--- src/rtl/muldiv_seq_if.sv ---
`default_nettype none
// ============================================================================
// muldiv_seq_if : start/operand/result bundle between EX control and muldiv_seq
// Revision 1.0
// ============================================================================
interface muldiv_seq_if #(
  parameter int XLEN = 32
);
  logic            start;
  logic [2:0]      funct3;
  logic [XLEN-1:0] srca;
  logic [XLEN-1:0] srcb;
  logic            flush;
  logic            busy;
  logic            done;
  logic [XLEN-1:0] result;

  modport master (
    output start, funct3, srca, srcb, flush,
    input  busy, done, result
  );

  modport slave (
    input  start, funct3, srca, srcb, flush,
    output busy, done, result
  );
endinterface
`default_nettype wire

--- src/rtl/muldiv_seq.sv ---
`default_nettype none
// ============================================================================
// muldiv_seq : iterative RV32M multiply/divide sequencer (shift-add / restoring)
// Revision 1.0
// ============================================================================
module muldiv_seq #(
  parameter int XLEN = 32
) (
  input  logic          clk,
  input  logic          reset,
  muldiv_seq_if.slave   bus
);
  localparam int c_cnt_w = $clog2(XLEN) + 1;

  typedef enum logic [1:0] {
    IDLE = 2'd0,
    CALC = 2'd1,
    FIX  = 2'd2,
    DONE = 2'd3
  } state_t;

  state_t              r_state;
  logic                r_busy;
  logic                r_done;
  logic [XLEN-1:0]     r_result;
  logic [c_cnt_w-1:0]  r_count;
  logic [2*XLEN-1:0]   r_acc;
  logic [XLEN-1:0]     r_operand;
  logic [2:0]          r_op;
  logic                r_neg;

  // Operand conditioning at acceptance
  logic            w_is_div;
  logic            w_a_signed;
  logic            w_b_signed;
  logic            w_sa;
  logic            w_sb;
  logic [XLEN-1:0] w_mag_a;
  logic [XLEN-1:0] w_mag_b;
  logic            w_neg_in;
  logic            w_div0;
  logic            w_ovf;
  logic [XLEN-1:0] w_special_res;

  always_comb begin
    w_is_div   = bus.funct3[2];
    w_a_signed = w_is_div ? ~bus.funct3[0]
                          : (bus.funct3[1:0] == 2'b01) || (bus.funct3[1:0] == 2'b10);
    w_b_signed = w_is_div ? ~bus.funct3[0] : (bus.funct3[1:0] == 2'b01);
    w_sa       = w_a_signed & bus.srca[XLEN-1];
    w_sb       = w_b_signed & bus.srcb[XLEN-1];
    w_mag_a    = w_sa ? (~bus.srca + 1'b1) : bus.srca;
    w_mag_b    = w_sb ? (~bus.srcb + 1'b1) : bus.srcb;
    w_neg_in   = (w_is_div && bus.funct3[1]) ? w_sa : (w_sa ^ w_sb);
    w_div0     = w_is_div && (bus.srcb == '0);
    w_ovf      = w_is_div && !bus.funct3[0]
                 && (bus.srca == {1'b1, {(XLEN-1){1'b0}}})
                 && (bus.srcb == {XLEN{1'b1}});
    if (w_div0)
      w_special_res = bus.funct3[1] ? bus.srca : {XLEN{1'b1}};
    else
      w_special_res = bus.funct3[1] ? '0 : bus.srca;
  end

  // Shared adder: hi-word accumulate for multiply, trial subtract for divide
  logic [XLEN+1:0]   w_opa;
  logic [XLEN+1:0]   w_opb;
  logic [XLEN+1:0]   w_sum;
  logic [2*XLEN-1:0] w_acc_next;

  always_comb begin
    w_opa = r_op[2] ? {1'b0, r_acc[2*XLEN-1:XLEN-1]} : {2'b00, r_acc[2*XLEN-1:XLEN]};
    w_opb = r_op[2] ? ~{2'b00, r_operand} : (r_acc[0] ? {2'b00, r_operand} : '0);
    w_sum = w_opa + w_opb + {{(XLEN+1){1'b0}}, r_op[2]};
    if (!r_op[2])
      w_acc_next = {w_sum[XLEN:0], r_acc[XLEN-1:1]};
    else if (w_sum[XLEN+1])
      w_acc_next = {r_acc[2*XLEN-2:0], 1'b0};
    else
      w_acc_next = {w_sum[XLEN-1:0], r_acc[XLEN-2:0], 1'b1};
  end

  // Sign fix-up: product negated as a whole before word select
  logic [2*XLEN-1:0] w_prod;
  logic [XLEN-1:0]   w_word;
  logic [XLEN-1:0]   w_word_fix;
  logic [XLEN-1:0]   w_fixed;

  always_comb begin
    w_prod     = r_neg ? (~r_acc + 1'b1) : r_acc;
    w_word     = r_op[1] ? r_acc[2*XLEN-1:XLEN] : r_acc[XLEN-1:0];
    w_word_fix = r_neg ? (~w_word + 1'b1) : w_word;
    if (r_op[2])
      w_fixed = w_word_fix;
    else if (r_op[1:0] == 2'b00)
      w_fixed = w_prod[XLEN-1:0];
    else
      w_fixed = w_prod[2*XLEN-1:XLEN];
  end

  always_ff @(posedge clk) begin
    if (reset) begin
      r_state   <= IDLE;
      r_busy    <= 1'b0;
      r_done    <= 1'b0;
      r_result  <= '0;
      r_count   <= '0;
      r_acc     <= '0;
      r_operand <= '0;
      r_op      <= '0;
      r_neg     <= 1'b0;
    end else if (bus.flush) begin
      r_state <= IDLE;
      r_busy  <= 1'b0;
      r_done  <= 1'b0;
    end else begin
      case (r_state)
        IDLE, DONE: begin
          r_state <= IDLE;
          r_busy  <= 1'b0;
          r_done  <= 1'b0;
          if (bus.start) begin
            r_op      <= bus.funct3;
            r_neg     <= w_neg_in;
            r_count   <= c_cnt_w'(XLEN);
            r_acc     <= {{XLEN{1'b0}}, (w_is_div ? w_mag_a : w_mag_b)};
            r_operand <= w_is_div ? w_mag_b : w_mag_a;
            if (w_div0 || w_ovf) begin
              r_result <= w_special_res;
              r_state  <= DONE;
              r_done   <= 1'b1;
            end else begin
              r_state <= CALC;
              r_busy  <= 1'b1;
            end
          end
        end
        CALC: begin
          r_acc   <= w_acc_next;
          r_count <= r_count - 1'b1;
          if (r_count == c_cnt_w'(1))
            r_state <= FIX;
        end
        FIX: begin
          r_result <= w_fixed;
          r_state  <= DONE;
          r_busy   <= 1'b0;
          r_done   <= 1'b1;
        end
        default: begin
          r_state <= IDLE;
          r_busy  <= 1'b0;
          r_done  <= 1'b0;
        end
      endcase
    end
  end

  assign bus.busy   = r_busy;
  assign bus.done   = r_done;
  assign bus.result = r_result;
endmodule
`default_nettype wire

--- src/flat_wrapper.sv ---
// flat-port wrapper written by rule: the top's interface ports become plain ports
module muldiv_seq_flat 
#(
  parameter int XLEN = 32
)
  (clk, reset, bus_start, bus_funct3, bus_srca, bus_srcb, bus_flush, bus_busy, bus_done, bus_result);
  muldiv_seq_if #(.XLEN(XLEN)) bus_i ();
  input  logic clk;
  input  logic reset;
  input wire logic [$bits(bus_i.start)-1:0] bus_start;
  input wire logic [$bits(bus_i.funct3)-1:0] bus_funct3;
  input wire logic [$bits(bus_i.srca)-1:0] bus_srca;
  input wire logic [$bits(bus_i.srcb)-1:0] bus_srcb;
  input wire logic [$bits(bus_i.flush)-1:0] bus_flush;
  output wire logic [$bits(bus_i.busy)-1:0] bus_busy;
  output wire logic [$bits(bus_i.done)-1:0] bus_done;
  output wire logic [$bits(bus_i.result)-1:0] bus_result;
  assign bus_i.start = bus_start;
  assign bus_i.funct3 = bus_funct3;
  assign bus_i.srca = bus_srca;
  assign bus_i.srcb = bus_srcb;
  assign bus_i.flush = bus_flush;
  assign bus_busy = bus_i.busy;
  assign bus_done = bus_i.done;
  assign bus_result = bus_i.result;
  muldiv_seq #(.XLEN(XLEN)) u_core (.clk(clk), .reset(reset), .bus(bus_i));
endmodule
--- config.mk ---
export PLATFORM = sky130hd
export DESIGN_NAME = muldiv_seq_flat
export DESIGN_NICKNAME = d
export VERILOG_FILES = /design/src/rtl/muldiv_seq_if.sv /design/src/rtl/muldiv_seq.sv /design/src/flat_wrapper.sv
export SDC_FILE = /design/constraint.sdc
export NUM_CORES = 1
export LEC_CHECK = 0
export CAP_MARGIN = 15
export CORE_ASPECT_RATIO = 1.25
export CORE_UTILIZATION = 40
export CTS_CLUSTER_SIZE = 28
export DETAILED_ROUTE_END_ITERATION = 6
export DONT_BUFFER_PORTS = 1
export GPL_TIMING_DRIVEN = 1
export PLACE_DENSITY = 0.64
export REMOVE_ABC_BUFFERS = 1
export SETUP_SLACK_MARGIN = 0.1
export SLEW_MARGIN = 20
export SYNTH_ARGS = -nofsm -noshare
export SYNTH_HDL_FRONTEND = slang
export SYNTH_SLANG_ARGS = --single-unit
--- constraint.sdc ---
create_clock -name clk -period 6.6 [get_ports clk]
set_input_delay 0.66 -clock clk [delete_from_list [all_inputs] [get_ports clk]]
set_output_delay 0.66 -clock clk [all_outputs]
set_load 0.01 [all_outputs]
; Word-level counts from Yosys, hierarchy flattened
; Index checks and enable logic that the tools add are counted.
[classes]
add_sub_neg = 7
eq_ne = 11
mux = 37
bitwise = 10
reduce_logical = 18
[op_table]
columns = operator, count
row1 = 2-to-1 mux 32 bit, 14
row2 = 2-to-1 mux 64 bit, 4
row3 = one-hot mux 64 bit (2 select lines), 1
row4 = "adder 32 x 1 -> 32 bit, second input constant", 3
row5 = inverter 32 bit, 3
row6 = "adder 64 x 1 -> 64 bit, second input constant", 1
row7 = "== test 32 bit, second input constant", 2
row8 = inverter 64 bit, 1
row9 = one-hot mux 32 bit (2 select lines), 1
row10 = adder 34 x 1 -> 34 bit, 1
row11 = adder 34 bit, 1
row12 = 2-to-1 mux 34 bit, 1
row13 = inverter 32 -> 34 bit, 1
row14 = 2-to-1 mux 33 bit, 1
row15 = zero test 32 bit, 1
row16 = one-hot mux 6 bit (2 select lines), 1
row17 = 2-to-1 mux 1 bit, 7
row18 = "== test 2 bit, second input constant", 3
row19 = "== test 6 x 1 -> 1 bit, second input constant", 1
row20 = 2-to-1 mux 2 bit, 3
row21 = 2-to-1 mux 6 bit, 1
row22 = one-hot mux 2 bit (3 select lines), 1
row23 = AND reduction 3 bit, 2
row24 = "subtractor 6 x 1 -> 6 bit, second input constant", 1
row25 = other kinds (14), 27
[word_totals]
register_bits = 142
inputBits = 71
word_cells = 92

; Depth between registers and ports, before layout
[depth]
word_depth = 8
ltp_mapped = 17
depth_no_buf = 15

; Least setup slack after synthesis
; OpenSTA, ideal clock, no wires.
[synth_timing]
kind = flip-flop to flip-flop
start = reg u_core.r_op[2]
end = reg u_core.r_acc[62]
setup_time_ps = 79
arrival_ps = 4182
setup_slack_ps = 2339
path_stages_with_launch = 18
path_cell_list = dfxtp_1 > buf_6 > clkbuf_1 > buf_1 > mux2_2 > inv_1 > fa_1 > inv_1 > fa_1 > a21o_1 > a221o_1 > a311o_1 > a21boi_0 > a21oi_1 > a311oi_1 > xnor2_1 > o221ai_1 > a22oi_1
[synth_via]
elab_chain_len = 6
elab_cells_between_ends = 7
classes_between = add/sub: 2 / mux: 5
[synth_lines]
columns = element, line
row1 = from (decl), muldiv_seq.sv:29  ; logic [2:0] r_op;
row2 = from (signal assigned), muldiv_seq.sv:123  ; r_op <= bus.funct3;
row3 = 2-to-1 mux 33 bit / 2-to-1 mux 34 bit (equally long branches), "muldiv_seq.sv:72, muldiv_seq.sv:73"
row4 = adder 34 bit, muldiv_seq.sv:74  ; w_sum = w_opa + w_opb + {{(XLEN+1){1'b0}}, r_op[2]};
row5 = adder 34 x 1 -> 34 bit, muldiv_seq.sv:74
row6 = 2-to-1 mux 64 bit, muldiv_seq.sv:77  ; else if (w_sum[XLEN+1])
row7 = 2-to-1 mux 64 bit (*), muldiv_seq.sv:75  ; if (!r_op[2])
row8 = one-hot mux 64 bit (2 select lines) (*), muldiv_seq.sv:117  ; case (r_state)
row9 = to (signal assigned), muldiv_seq.sv:126  ; r_acc <= {{XLEN{1'b0}}, (w_is_div ? w_mag_a : w_mag_b)};
row10 = to (signal assigned), muldiv_seq.sv:139  ; r_acc <= w_acc_next;
row11 = to (decl), muldiv_seq.sv:27  ; logic [2*XLEN-1:0] r_acc;
; Mark *: on every way between the ends. The rest lies on a longest branch, timed or not.
; A chain may end at the register's enable or synchronous reset.

; Final worst setup path
[layout_timing]
start = reg u_core.r_op[2]
end = reg u_core.r_acc[52]
; The elaborated chain is that of the path after synthesis.

==> key figures <==
STA
  • Max Clock Skew: 0.009060 ns
  • Setup repair after global routing missed its margin: false
  • Maximum frequency from static timing analysis: roughly 200 MHz
  • Pin slew with the least headroom to its limit: 1.014 ns
  • Worst hold slack after final layout: about 0.28 ns
  • Final hold violations: 0
  • Number of pins with negative max-slew slack in the final report: 0
  • Worst-case headroom to the max-slew limit: approximately a third
  • Final clock period utilization by the worst path: about 77%
  • Final Setup Violations: 0
  • Post-route minimum period: just over 5 ns

Detailed routing
  • Routed wire length: about 56,000 um
  • First-iteration detailed-routing DRC count: about 1,100
  • Routed length per placed instance: between 20 and 25 um
  • Post-detailed-route via-to-cell ratio: between 6 and 7
  • First-pass DRT Iterations: 5
  • Final routed DRC violation total: 0
  • Vias after detailed routing: between 15,000 and 20,000
  • Residual antenna-violating net count after detailed routing: 0

Global routing
  • Vias in the first global route: 14,592
  • Maximum number of pins on one net before global-route repair: around 130
  • Overall routing resource usage: approximately 29%
  • Number of antenna violations at the first check in global routing: 0
  • Remaining global-route overflow: 0
  • First-pass GRT wire length: 85,740 um

Placement
  • Input/output buffers: 0
  • Placed Cells incl. Taps: roughly 2,400
  • RD Place Congestion: just under 1
  • Sum of net half-perimeters after detailed placement: around 41,000 um

Cells and area
  • Fraction of layout instances using a drive strength above 1: 8.664%
  • Area occupied by registers: between 2000 and 3000 um^2
  • Fillers: ~3,800
  • Multi-input gate area: approximately 11,000 um^2
  • Area growth syn-to-layout: 3.699%
  • Diode count: 0
  • Nets@finish: between 2,000 and 2,500
  • Count of non-filler cells in the finished layout: 2,419

Worst setup path
  • Cell Chain, Critical Path: buf_4 > mux2_2 > ha_1 > and4_1 > o2111ai_1 > a211oi_1 > nor3_1 > o21ai_1 > a21boi_2 > nand2_1 > buf_4 > o221ai_1 > o21ai_0
  • WP data required: between 6 and 7 ns
  • Category of the worst setup path capture point: flop
  • Crit-path max FO: 59
  • Worst Path Class, Setup: reg2reg
  • Most repeated library cell on the critical path: sky130_fd_sc_hd__buf_4
  • Signal arrival time at the worst endpoint: around 5.4 ns
  • Max incr delay on CP: just over 0.7 ns
  • Cell with the largest stage delay on the worst path: sky130_fd_sc_hd__nand2_1
  • Critical path launch point type: flop

Logic synthesis
  • Area of the mapped netlist: 14,850 um^2
  • Xor and xnor area share after synthesis: between 9 and 10%
  • Post-synthesis sequential element count: 142
  • Fraction of synthesis flops using an asynchronous set or reset pin: 0%
  • Adder-cell share of the synthesized area: roughly 5.9%
  • Gate Count Post-Synth: around 2,100
  • Share of synthesized cell area in and, or, nand and nor gates: around 22%
  • Main combinational cell family by area after synthesis: compound AO/OA/AOI/OAI gates
  • Post-synth EDFFs: 0
  • Area fraction in compound gates after synthesis: 28.69%
  • Synthesized area per cell: 7.139 um^2
  • Synth area leader: sky130_fd_sc_hd__dfxtp_1
  • Primary FF master, synth: sky130_fd_sc_hd__dfxtp_1
  • Leading cell type by number of instances after synthesis: sky130_fd_sc_hd__nand2_1
  • Cell types with the largest area share after synthesis: sky130_fd_sc_hd__dfxtp_1, sky130_fd_sc_hd__nand2_1, sky130_fd_sc_hd__a21oi_1, sky130_fd_sc_hd__o21ai_0, sky130_fd_sc_hd__xnor2_1
  • Share of the synthesized area in the top cell type: 19.14%
  • List of most frequent post-synthesis cells: sky130_fd_sc_hd__nand2_1, sky130_fd_sc_hd__nor2_1, sky130_fd_sc_hd__a21oi_1
  • Library cells used by synthesis: 90
  • Multiplexer fraction of the synthesized cell area: 7.432%
  • Register area share after synthesis: a little under a fifth
  • Yosys Warn Count: 0

Clocking
  • Worst-path clk slew: about 0.060 ns
  • Clock Root Buffer: sky130_fd_sc_hd__clkbuf_16
  • Number of buffers added for setup after CTS: 0
  • Number of buffers inserted by hold repair at cts: 0
  • H-tree level count: 4
  • Inserted Clock Buffers: 17
  • Clock tree from TritonCTS: done
  • Sink count of the clock tree: roughly 140
  • Clk buf depth: 2
  • Worst skew pair latency: around 0.46 ns
  • Resized cells post-CTS: 0

Power
  • Net Switching: approximately 0.001 W
  • Peak VDD IR: about 170 uV
  • Static leakage: about 5.4 nW
  • Portion of total power attributed to the clock network: between 30% and 40%
  • Switching Fraction: between 30% and 40%
  • Share of total power in combinational logic: a little over a quarter
  • Part of the total power dissipated in sequential elements: a little over a third
  • Power per standard cell area: between 150 and 200 nW/um^2
  • Internal Pwr Total: roughly 0.0018 W

Die
  • Die extent in x: about 170 um
  • Area of the placeable core: ~36,000 um^2
  • Standard-cell row count: just under 80
  • Io pins: between 100 and 150
  • Vert. Die Dim: about 220 um
  • Initial core utilization: slightly above 40%
  • Overall die area: around 38,000 um^2

Run
  • Number of max-cap violations: 0

Hold path
  • Worst hold-check path type: in2reg

Run status
  • Result of the run: complete, no violations
## cell usage in the layout, fill, tap and decap left out, drive strengths merged, types with 8 or more instances in the layout
master / Yosys / layout
or2: 10 / 10
clkbuf: 158 / 20
o41ai: 16 / 16
a21o: 21 / 21
o31ai: 35 / 35
dfxtp: 142 / 142
nand3: 34 / 34
nand2: 273 / 273
o21ai: 171 / 171
nand4: 17 / 17
nor2b: 8 / 8
nor3: 73 / 73
o221ai: 16 / 16
o221a: 15 / 15
inv: 33 / 32
nor4: 27 / 27
o211ai: 40 / 40
nor2: 178 / 178
nand2b: 9 / 9
mux2i: 45 / 45
ha: 44 / 44
or3: 22 / 22
a31oi: 17 / 17
xnor2: 92 / 92
buf: 41 / 28
or4: 19 / 19
xor2: 72 / 72
a221oi: 12 / 12
mux2: 58 / 58
a211oi: 71 / 71
a21oi: 170 / 170
maj3: 28 / 28
clkinv: 2 / 8
## worst paths after layout
kind | end | from | cells past startpoint | slack [ns]
hold / removal | u_core.bus.done$_SDFFE_PP0P_ | bus_flush | 1 | 0.28
setup reg to reg | u_core.r_acc[52]$_SDFFE_PP0P_ | u_core.r_op[2]$_SDFFE_PP0P_ | 13 | 1.54
setup / recovery | u_core.r_acc[52]$_SDFFE_PP0P_ | u_core.r_op[2]$_SDFFE_PP0P_ | 13 | 1.54
hold reg to reg | u_core.r_operand[5]$_SDFFE_PP0P_ | u_core.r_operand[5]$_SDFFE_PP0P_ | 2 | 0.47
## power by group through the flow
stage | Clock (W) | Combinational (W) | Sequential, W
floorplan | 0 | 0.000541 | 0.000983
global placement | 0 | 0.000730 | 0.00101
detailed placement | 0 | 0.000734 | 0.00101
CTS | 0.00108 | 0.000738 | 0.000987
global route | 0.00111 | 0.000817 | 0.000998
finish | 0.00107 | 0.000753 | 0.000993
## routing by layer
metal	track usage (%)	share of wire, %
met1	37.00	42
met2	47.58	46
met3	4.079	7.2
met4	15.26	4.7
met5	0	0
## cells by family after synthesis
group	Yosys count
muxes	103
buffers and inverters	235
xor gates and xnor gates	164
and+or+nand+nor	706
AOI/OAI and AO/OA	656
adders and majority gates	74
DFF	142
## cell type report
type	instances	share of cell area [%]
Multi-Input combinational cell	1703	71.28
Sequential cell	142	18.50
Tap cell	480	3.900
Clock buffer	20	3.031
Timing Repair Buffer	28	1.365
Clock inverter	11	1.064
Inverter	35	0.8532
## sequential cells by signal, indices dropped and copies added (netlist names)
name	cells
u_core.r_acc	64
u_core.bus.result	32
u_core.r_operand	32
u_core.r_count	6
u_core.r_op	3
u_core.r_state	2
u_core.bus.busy	1
u_core.bus.done	1
u_core.r_neg	1
## worst max-delay path: cells and delay by family (launching register included)
kind / cells / cell delay (ns)
compound gates: 6 / 1.39
fa+ha+maj: 1 / 0.42
buf+inv: 2 / 0.97
flops: 1 / 0.60
mux: 1 / 0.41
simple gates: 3 / 1.18
## through the flow
stage          setup slack [ns]  cell area (um^2)  power (W)  util (%)  setup TNS [ns]
5_1_grt                   1.284             15400   0.002926     42.30               0
3_3_place_gp              1.812             14770   0.001735     40.56               0
6_report                  1.544             15400   0.002817     42.30               0
4_1_cts                   1.649             15400   0.002806     42.30               0
2_1_floorplan            -2.320             13910   0.001524         -          -67.54
3_5_place_dp              1.634             14770   0.001740     40.57               0
Note: power is estimated with default switching activity, not from simulation.
